File: config.mk
export PLATFORM = sky130hd
export DESIGN_NAME = wb_queue_flat
export DESIGN_NICKNAME = d
export VERILOG_FILES = /design/src/rtl/wb_pkg.sv /design/src/rtl/wb_queue_if.sv /design/src/rtl/wb_fifo.sv /design/src/rtl/wb_queue.sv /design/src/flat_wrapper.sv
export SDC_FILE = /design/constraint.sdc
export NUM_CORES = 1
export LEC_CHECK = 0
export CORE_MARGIN = 2
export CORE_UTILIZATION = 29
export DETAILED_ROUTE_END_ITERATION = 10
export PLACE_DENSITY = 0.57
export SYNTH_ARGS = -nofsm -noshare
export SYNTH_HDL_FRONTEND = slang
export SYNTH_HIERARCHICAL = 1
export SYNTH_SLANG_ARGS = --single-unit
File: constraint.sdc
create_clock -name clk -period 14.7 [get_ports clk]
set_clock_uncertainty 0.2 [all_clocks]
set_input_delay 2.94 -clock clk [delete_from_list [all_inputs] [get_ports clk]]
set_output_delay 2.94 -clock clk [all_outputs]
set_load 0.01 [all_outputs]
File: src/rtl/wb_pkg.sv
// Shared types and defaults for the register-file writeback queue.
package wb_pkg;

    localparam int WB_AW    = 5;
    localparam int WB_DW    = 32;
    localparam int WB_DEPTH = 4;
    localparam int REG_ZERO = 0;

    typedef struct packed {
        logic [WB_AW-1:0] addr;
        logic [WB_DW-1:0] data;
    } wb_entry_t;

    // Occupancy counter width: must be able to represent DEPTH itself.
    function automatic int wb_cnt_w(input int depth);
        return $clog2(depth) + 1;
    endfunction

endpackage

File: src/rtl/wb_queue_if.sv
// Producer / register-file / bypass signal bundle for wb_queue.
// Bypass lookup signals exist only when WB_BYPASS_EN is defined.
interface wb_queue_if
    import wb_pkg::*;
#(
    parameter int AW    = WB_AW,
    parameter int DW    = WB_DW,
    parameter int DEPTH = WB_DEPTH
);
    localparam int CW = wb_cnt_w(DEPTH);

    logic          in_valid;
    logic          in_ready;
    logic [AW-1:0] in_addr;
    logic [DW-1:0] in_data;
    logic          wr_stall;
    logic          RegWrite;
    logic [AW-1:0] write_address;
    logic [DW-1:0] write_data;
    logic [CW-1:0] count;
    logic          empty;
`ifdef WB_BYPASS_EN
    logic [AW-1:0] rd_addr_1;
    logic [AW-1:0] rd_addr_2;
    logic          byp_hit_1;
    logic          byp_hit_2;
    logic [DW-1:0] byp_data_1;
    logic [DW-1:0] byp_data_2;
`endif

    modport slave (
        input  in_valid, in_addr, in_data, wr_stall,
        output in_ready, RegWrite, write_address, write_data, count, empty
`ifdef WB_BYPASS_EN
        ,
        input  rd_addr_1, rd_addr_2,
        output byp_hit_1, byp_hit_2, byp_data_1, byp_data_2
`endif
    );

    modport master (
        output in_valid, in_addr, in_data, wr_stall,
        input  in_ready, RegWrite, write_address, write_data, count, empty
`ifdef WB_BYPASS_EN
        ,
        output rd_addr_1, rd_addr_2,
        input  byp_hit_1, byp_hit_2, byp_data_1, byp_data_2
`endif
    );

endinterface

File: src/rtl/wb_fifo.sv
// Circular entry store with separate occupancy count; under WB_BYPASS_EN it
// also exposes every slot in age order (slot 0 = oldest) for the bypass search.
module wb_fifo
    import wb_pkg::*;
#(
    parameter int DEPTH = WB_DEPTH,
    parameter int EW    = WB_AW + WB_DW,
    localparam int PW   = $clog2(DEPTH),
    localparam int CW   = wb_cnt_w(DEPTH)
) (
    input  logic                clk,
    input  logic                rst,
    input  logic                push_i,
    input  logic                pop_i,
    input  logic [EW-1:0]       wdata_i,
    output logic [EW-1:0]       rdata_o,
    output logic [CW-1:0]       count_o,
    output logic                full_o,
    output logic                empty_o
`ifdef WB_BYPASS_EN
    ,
    output logic [DEPTH*EW-1:0] entries_o,
    output logic [DEPTH-1:0]    valid_o
`endif
);

    logic [EW-1:0] mem_q [DEPTH];
    logic [PW-1:0] head_q, head_d;
    logic [PW-1:0] tail_q, tail_d;
    logic [CW-1:0] count_q, count_d;

    always_comb begin
        head_d  = head_q;
        tail_d  = tail_q;
        count_d = count_q + CW'(push_i) - CW'(pop_i);
        if (push_i) tail_d = tail_q + 1'b1;
        if (pop_i)  head_d = head_q + 1'b1;
    end

    // Pointers wrap for free because DEPTH is a power of two.
    always_ff @(posedge clk or posedge rst) begin
        if (rst) begin
            head_q  <= '0;
            tail_q  <= '0;
            count_q <= '0;
            for (int i = 0; i < DEPTH; i++) mem_q[i] <= '0;
        end else begin
            head_q  <= head_d;
            tail_q  <= tail_d;
            count_q <= count_d;
            if (push_i) mem_q[tail_q] <= wdata_i;
        end
    end

    assign rdata_o = mem_q[head_q];
    assign count_o = count_q;
    assign full_o  = (count_q == CW'(DEPTH));
    assign empty_o = (count_q == '0);

`ifdef WB_BYPASS_EN
    always_comb begin
        entries_o = '0;
        valid_o   = '0;
        for (int k = 0; k < DEPTH; k++) begin
            entries_o[k*EW +: EW] = mem_q[head_q + PW'(k)];
            valid_o[k]            = (CW'(k) < count_q);
        end
    end
`endif

endmodule

File: src/rtl/wb_queue.sv
// Writeback buffer: in-order queue feeding the register-file write port.
// Optional in-flight operand bypass is enabled by defining WB_BYPASS_EN.
module wb_queue
    import wb_pkg::*;
#(
    parameter int DEPTH = WB_DEPTH,
    parameter int AW    = WB_AW,
    parameter int DW    = WB_DW
) (
    input logic       clk,
    input logic       rst,
    wb_queue_if.slave bus
);

    localparam int CW = wb_cnt_w(DEPTH);
    localparam int EW = AW + DW;

    logic          push;
    logic          pop;
    logic          fifo_full;
    logic          fifo_empty;
    logic [CW-1:0] fifo_count;
    logic [EW-1:0] head_ent;

    logic          regwrite_q, regwrite_d;
    logic [AW-1:0] waddr_q, waddr_d;
    logic [DW-1:0] wdata_q, wdata_d;

`ifdef WB_BYPASS_EN
    logic [DEPTH*EW-1:0] entries;
    logic [DEPTH-1:0]    valid;
`endif

    // Writes to register 0 complete the handshake but never enter the queue.
    assign push = bus.in_valid && !fifo_full && (bus.in_addr != AW'(REG_ZERO));
    assign pop  = !bus.wr_stall && !fifo_empty;

    wb_fifo #(
        .DEPTH (DEPTH),
        .EW    (EW)
    ) u_fifo (
        .clk       (clk),
        .rst       (rst),
        .push_i    (push),
        .pop_i     (pop),
        .wdata_i   ({bus.in_addr, bus.in_data}),
        .rdata_o   (head_ent),
        .count_o   (fifo_count),
        .full_o    (fifo_full),
        .empty_o   (fifo_empty)
`ifdef WB_BYPASS_EN
        ,
        .entries_o (entries),
        .valid_o   (valid)
`endif
    );

    always_comb begin
        regwrite_d = regwrite_q;
        waddr_d    = waddr_q;
        wdata_d    = wdata_q;
        if (!bus.wr_stall) begin
            regwrite_d = !fifo_empty;
            if (!fifo_empty) {waddr_d, wdata_d} = head_ent;
        end
    end

    always_ff @(posedge clk or posedge rst) begin
        if (rst) begin
            regwrite_q <= 1'b0;
            waddr_q    <= '0;
            wdata_q    <= '0;
        end else begin
            regwrite_q <= regwrite_d;
            waddr_q    <= waddr_d;
            wdata_q    <= wdata_d;
        end
    end

    assign bus.in_ready      = !fifo_full;
    assign bus.RegWrite      = regwrite_q;
    assign bus.write_address = waddr_q;
    assign bus.write_data    = wdata_q;
    assign bus.count         = fifo_count;
    assign bus.empty         = fifo_empty && !regwrite_q;

`ifdef WB_BYPASS_EN
    // Scan oldest to newest so the last match (the newest write) wins.
    function automatic logic [DW:0] lookup(input logic [AW-1:0] ra);
        logic          hit;
        logic [DW-1:0] val;
        logic [EW-1:0] ent;
        hit = 1'b0;
        val = '0;
        if (ra != AW'(REG_ZERO)) begin
            if (regwrite_q && waddr_q == ra) begin
                hit = 1'b1;
                val = wdata_q;
            end
            for (int k = 0; k < DEPTH; k++) begin
                ent = entries[k*EW +: EW];
                if (valid[k] && ent[EW-1 -: AW] == ra) begin
                    hit = 1'b1;
                    val = ent[DW-1:0];
                end
            end
        end
        return {hit, val};
    endfunction

    always_comb begin
        {bus.byp_hit_1, bus.byp_data_1} = lookup(bus.rd_addr_1);
        {bus.byp_hit_2, bus.byp_data_2} = lookup(bus.rd_addr_2);
    end
`endif

endmodule

File: src/flat_wrapper.sv
// flat-port wrapper written by rule: the top's interface ports become plain ports
module wb_queue_flat import wb_pkg::*;
#(
    parameter int DEPTH = WB_DEPTH,
    parameter int AW    = WB_AW,
    parameter int DW    = WB_DW
)
  (clk, rst, bus_in_valid, bus_in_addr, bus_in_data, bus_wr_stall, bus_in_ready, bus_RegWrite, bus_write_address, bus_write_data, bus_count, bus_empty);
  wb_queue_if #(.AW(AW), .DW(DW), .DEPTH(DEPTH)) bus_i ();
  input logic clk;
  input logic rst;
  input wire logic [$bits(bus_i.in_valid)-1:0] bus_in_valid;
  input wire logic [$bits(bus_i.in_addr)-1:0] bus_in_addr;
  input wire logic [$bits(bus_i.in_data)-1:0] bus_in_data;
  input wire logic [$bits(bus_i.wr_stall)-1:0] bus_wr_stall;
  output wire logic [$bits(bus_i.in_ready)-1:0] bus_in_ready;
  output wire logic [$bits(bus_i.RegWrite)-1:0] bus_RegWrite;
  output wire logic [$bits(bus_i.write_address)-1:0] bus_write_address;
  output wire logic [$bits(bus_i.write_data)-1:0] bus_write_data;
  output wire logic [$bits(bus_i.count)-1:0] bus_count;
  output wire logic [$bits(bus_i.empty)-1:0] bus_empty;
  assign bus_i.in_valid = bus_in_valid;
  assign bus_i.in_addr = bus_in_addr;
  assign bus_i.in_data = bus_in_data;
  assign bus_i.wr_stall = bus_wr_stall;
  assign bus_in_ready = bus_i.in_ready;
  assign bus_RegWrite = bus_i.RegWrite;
  assign bus_write_address = bus_i.write_address;
  assign bus_write_data = bus_i.write_data;
  assign bus_count = bus_i.count;
  assign bus_empty = bus_i.empty;
  wb_queue #(.DEPTH(DEPTH), .AW(AW), .DW(DW)) u_core (.clk(clk), .rst(rst), .bus(bus_i));
endmodule
Yosys cells after proc, flatten, opt, wreduce, memory -nomap -nowiden
Index checks and enable logic that the tools add are counted.
{ "totals": {"out_inout_bits": 43, "register_bits": 193, "inputBits": 41} }
{ "classes": {"n_lt_le_gt_ge": 3, "bitwise": 4, "n_reduce_logical": 12, "mux": 6, "eq_ne": 1, "add_sub_neg": 4} }
{ "op_table": {"columns": ["cell", "n"], "rows": [
  ["bitwise mux 148 bit", 1],
  ["2-to-1 mux 37 bit", 3],
  ["binary-select mux 37 bit (select 2 bit)", 1],
  ["demux 37 bit (select 2 bit)", 1],
  ["greater-or-equal comparator 3 bit, second input constant", 2],
  ["inverter 2 -> 3 bit", 2],
  ["logical AND 1 bit", 5],
  ["nonzero test 5 bit", 1],
  ["adder 2 x 1 -> 2 bit, second input constant", 2],
  ["zero test 1 bit", 4],
  ["adder 3 x 1 -> 3 bit", 1],
  ["== test 3 bit, second input constant", 1],
  ["zero test 3 bit", 1],
  ["< comparator 3 x 1 -> 1 bit, second input constant", 1],
  ["subtractor 3 x 1 -> 3 bit", 1],
  ["inverter 1 bit", 2],
  ["AND reduction 2 bit", 1]
]} }

Depth between registers and ports, before layout
{ "logic_depth": {"ltp_word": 6, "ltp_mapped": 10, "mapped_depth_nobuf": 9} }

Hierarchy
Netlist, hierarchy kept.
{ "modules_own_cells": {"columns": ["module", "cells_per_inst", "n_inst", "area_per_inst_um2"], "rows": [
  ["wb_fifo", 389, 1, 6791.5],
  ["wb_queue", 86, 1, 1495.2]
]} }

Worst setup path before layout
No wires, ideal clock.
{ "synth_timing": {"kind": "in2reg", "start": "in bus_in_addr[1]", "end": "reg u_core/u_fifo/mem_q[0] in the netlist's numbering", "n_path_buf": 2, "slack_ns": 9.945, "cell_stages": 6, "t_arrival_ns": 4.431, "path_cell_list": "or3_1 -> o311a_1 -> buf_4 -> nand2_2 -> buf_6 -> mux2_2"} }
{ "synth_via": {"elab_chain_cells": 2} }
{ "synth_rtl": {"columns": ["item", "line_no", "rtl"], "rows": [
  ["from (decl)", "flat_wrapper.sv:13", "input wire logic [$bits(bus_i.in_addr)-1:0] bus_in_addr;"],
  ["nonzero test 5 bit", "wb_queue.sv:35", "assign push = bus.in_valid && !fifo_full && (bus.in_addr != AW'(REG_ZERO));"],
  ["logical AND 1 bit", "wb_queue.sv:35", null],
  ["named net u_core.push", "wb_queue.sv:18", "logic push;"],
  ["to (signal, indexed assignment)", "wb_fifo.sv:51", "if (push_i) mem_q[tail_q] <= wdata_i;"],
  ["to (decl)", "wb_fifo.sv:27", "logic [EW-1:0] mem_q [DEPTH];"]
]} }
The timed path passes the listed nets, and every way through them passes these cells.
A chain may end at the register's enable or synchronous reset.

Worst setup path in the final report
{ "layout_timing": {"start": "in bus_in_addr[1]", "end": "reg u_core/u_fifo/mem_q[89] in the netlist's numbering"} }
The elaborated chain is that of the path after synthesis.

==> results.yml <==
timing:
  fmaxAchievable_mhz: 180.3
  worst_slew_margin_rel_pct: 19.32
  hold_viol_final: 0
  final_max_slew_viol_count: 0
  tns_ns: 0
  setup_viol: 0
  rsz0062_at_grt: "false"
  fin_crit_sh_pct: 37.74
  worst_slew_pin_slew_ns: 1.210
  period_needed_ns: 5.547
clock_tree:
  cts.sinks: 193
  cts_tree: "yes"
  path_clk_slew_ns: 0.07
  post_cts_resized: 0
  clock_latency_ns: 0.43
  cts_hold_buf: 0
  cts.root.buffer_cell: "clkbuf_16"
  numCtsBuffers: 17
  post_cts_buffers: 0
  h-tree-depth: 4
  clockBufferDepth: 2
floorplanning:
  die_area_um2: 29940
  rows: 61
  die_h_um: 173.0
  initial_core_util_pct: 29.66
  die_w_um: 173.0
  coreArea_um2: 27930
  io_pins: 84
worst_setup_path:
  path_delay_family: "simple AND/OR/NAND/NOR gates"
  start_kind: "input pin"
  r2r_setup_slack_ns: 11.94
  cp.arrival_ns: 5.65
  cp_slowest_cell: "nand2_2"
  worstReg2RegStart: "u_core/u_fifo/count_o[2]$_DFF_PP0_"
  worst_r2r_endpoint: "u_core/u_fifo/mem_q[89]$_DFFE_PP0P_"
  worstSetupEndpointType: "flop"
  cp_num_buf_inv: 1
  worst-r2r-cell-count: 5
  crit_fanout: 37
  worst-setup-path-type: "in2reg"
  crit_chain: "clkdlybuf4s50_1 > or3_1 > o311a_1 > nand2_2 > mux2_2"
  required_ns: 14.81
  slowest_delay_ns: 0.92
synth:
  synth_nets: 523
  ys_seq_area_share_pct: 58.28
  synth.area.top_cells: "dfrtp_1, mux2_2, mux4_2"
  netlist_area_um2: 8287
  synth_seq_cells: 193
  avgSynthCellArea_um2: 17.45
  yosys.area.top_type: "dfrtp_1"
  syn_inst: 475
  synth_edf_count: 0
  synth.top_cell.area_share_pct: 58.28
  ys.flop_type: "dfrtp_1"
  synthArstFlopShare_pct: 100.0
  ys_warn_count: 6
  ys_types: 23
placed_design:
  numPlacedInstances: 913
  place.gp.congestion: 0.6841
  dp_hpwl_mm: 10.88
  portBuffers: 83
power_and_ir_drop:
  internal_power_mw: 1.649
  power_mw: 2.326
  p_sw_uw: 676.3
  switching_share_pct: 29.08
  cellPowerDensity_nw_per_um2: 233.3
  p_clk_share_pct: 20.0
  ir_worst_vdd_mv: 0.1075
  p_comb_share_pct: 36.7
  seqPwrFrac_pct: 43.4
  p_leak_nw: 4.125
hold_path:
  hold_depth: 1
  hp-start: "u_core/u_fifo/mem_q[59]$_DFFE_PP0P_"
  min_path_type: "reg2reg"
  hold_path_end: "u_core/u_fifo/mem_q[59]$_DFFE_PP0P_"
global_routing:
  grt_use_total_pct: 12.40
  grt_pass1_vias: 4901
  grt_pass1_wl_mm: 28.39
  grt_max_degree: 79
  grt-ovfl-total: 0
  antenna_found_initial: 2
cells_and_area:
  final_nets: 602
  post-route-util_pct: 35.68
  syn2layout_area_growth_pct: 20.29
  drive_above_1_share_pct: 46.64
  stdcell_count: 945
  fill_cells: 2657
detailed_routing:
  avgViaCountPerCell: 4.593
  drt_iter0_drc: 211
  vias: 4340
  antenna_left: 0
  first_pass_iters: 4
  detail_route.wl_per_cell_um: 18.86
  drc_errors: 0
  drt-total-wl_mm: 17.82
flow_run:
  cap_violations: 0
outcome:
  status: "completed"
-- area by class of cell --
type / count / area, um2 / share of cell area [%]
diodes: 1 / 2.502 / 0.02510
clock buffers: 21 / 480.5 / 4.820
clock inverters: 10 / 108.9 / 1.092
multi-input cells: 248 / 3184 / 31.94
flip-flops and latches: 193 / 4835 / 48.50
well taps: 378 / 473.0 / 4.745
repair buffers: 85 / 845.8 / 8.485
inverters: 9 / 38.79 / 0.3891
-- cells in the mapped netlist (2+ instances only) --
library cell  count
dfrtp_1         193
mux2_2          175
mux4_2           37
buf_6            15
mux2_4           10
inv_1             9
ha_1              6
buf_2             5
buf_4             4
nand2_2           4
xnor2_1           3
nand2_1           2
xor2_1            2
-- power by group through the flow --
| stage | Sequential (mW) | Combinational, mW | Clock (mW) |
|---|---|---|---|
| 2_1_floorplan | 0.939 | 0.663 | 0 |
| 3_3_place_gp | 0.997 | 0.841 | 0 |
| 3_5_place_dp | 1.02 | 0.871 | 0 |
| 4_1_cts | 1.02 | 0.871 | 0.478 |
| 5_1_grt | 1.05 | 0.917 | 0.504 |
| 6_report | 1.01 | 0.853 | 0.464 |
-- placed cells by master (no fill, tap or decap), types with 2 or more instances in the layout --
cell,Yosys,layout
dfrtp_1,193,191
mux2_2,175,175
clkdlybuf4s50_1,0,83
mux4_2,37,37
clkbuf_16,0,17
mux2_4,10,10
inv_1,9,7
ha_1,6,6
clkinv_2,0,5
clkbuf_8,0,4
nand2_2,4,4
xnor2_1,3,3
clkinvlp_4,0,2
bufinv_16,0,2
buf_4,4,2
nand2_1,2,2
xor2_1,2,2
-- logic make-up (layout without fill, tap and decap cells) --
| group | Yosys count | after routing | share of synthesized area (%) |
|---|---|---|---|
| AND/OR/NAND/NOR | 11 | 11 | 0.7701 |
| AO/OA/AOI/OAI | 3 | 3 | 0.2718 |
| multiplexers | 222 | 222 | 35.65 |
| flip-flops | 193 | 193 | 58.28 |
| XOR/XNOR | 5 | 5 | 0.5286 |
| other | 0 | 1 | 0 |
| adder cells (fa/ha/maj) | 7 | 7 | 1.148 |
| buffers and inverters | 34 | 125 | 3.352 |
-- per-layer routing --
| metal | GRT usage, % | vias to the layer above | wire, um |
|---|---|---|---|
| met3 | 3.584 | 13 | 732 |
| met4 | 3.072 | 0 | 195 |
| li1 | - | 1903 | - |
| met1 | 15.61 | 2353 | 7858 |
| met5 | 0 | - | 0 |
| met2 | 21.02 | 71 | 9034 |
-- state kept, by name, summed over array words and instances, names as in the netlist --
register                  cells
u_core/u_fifo/head_q          2
u_core/u_fifo/tail_q          2
u_core/u_fifo/count_o         3
u_core/u_fifo/mem_q         148
u_core/bus.RegWrite           1
u_core/bus.write_data        32
u_core/bus.write_address      5
-- metrics by stage --
step	setup WS [ns]	hold slack, ns	instance area, um2
after floorplan	7.382	0.2738	8287
after global placement	8.752	0.2811	9376
after detailed placement	8.689	0.2873	9376
after CTS	9.145	0.3035	9966
after global routing	9.042	0.3138	9968
final	9.153	0.2987	9968
-- worst max path at each step --
stage | start | endpoint | slack [ns] | cells after the start
4_1_cts | bus_in_addr[1] | u_core/u_fifo/mem_q[26]$_DFFE_PP0P_ | 9.15 | 5
5_1_grt | bus_in_addr[1] | u_core/u_fifo/mem_q[49]$_DFFE_PP0P_ | 9.04 | 5
2_1_floorplan | rst | u_core/u_fifo/count_o[0]$_DFF_PP0_ | 7.38 | 1
6_report | bus_in_addr[1] | u_core/u_fifo/mem_q[89]$_DFFE_PP0P_ | 9.15 | 5
3_3_place_gp | bus_in_addr[1] | u_core/u_fifo/mem_q[85]$_DFFE_PP0P_ | 8.75 | 5
3_5_place_dp | bus_in_addr[1] | u_core/u_fifo/mem_q[45]$_DFFE_PP0P_ | 8.69 | 5
No activity file was read; power rests on OpenSTA's default activity.
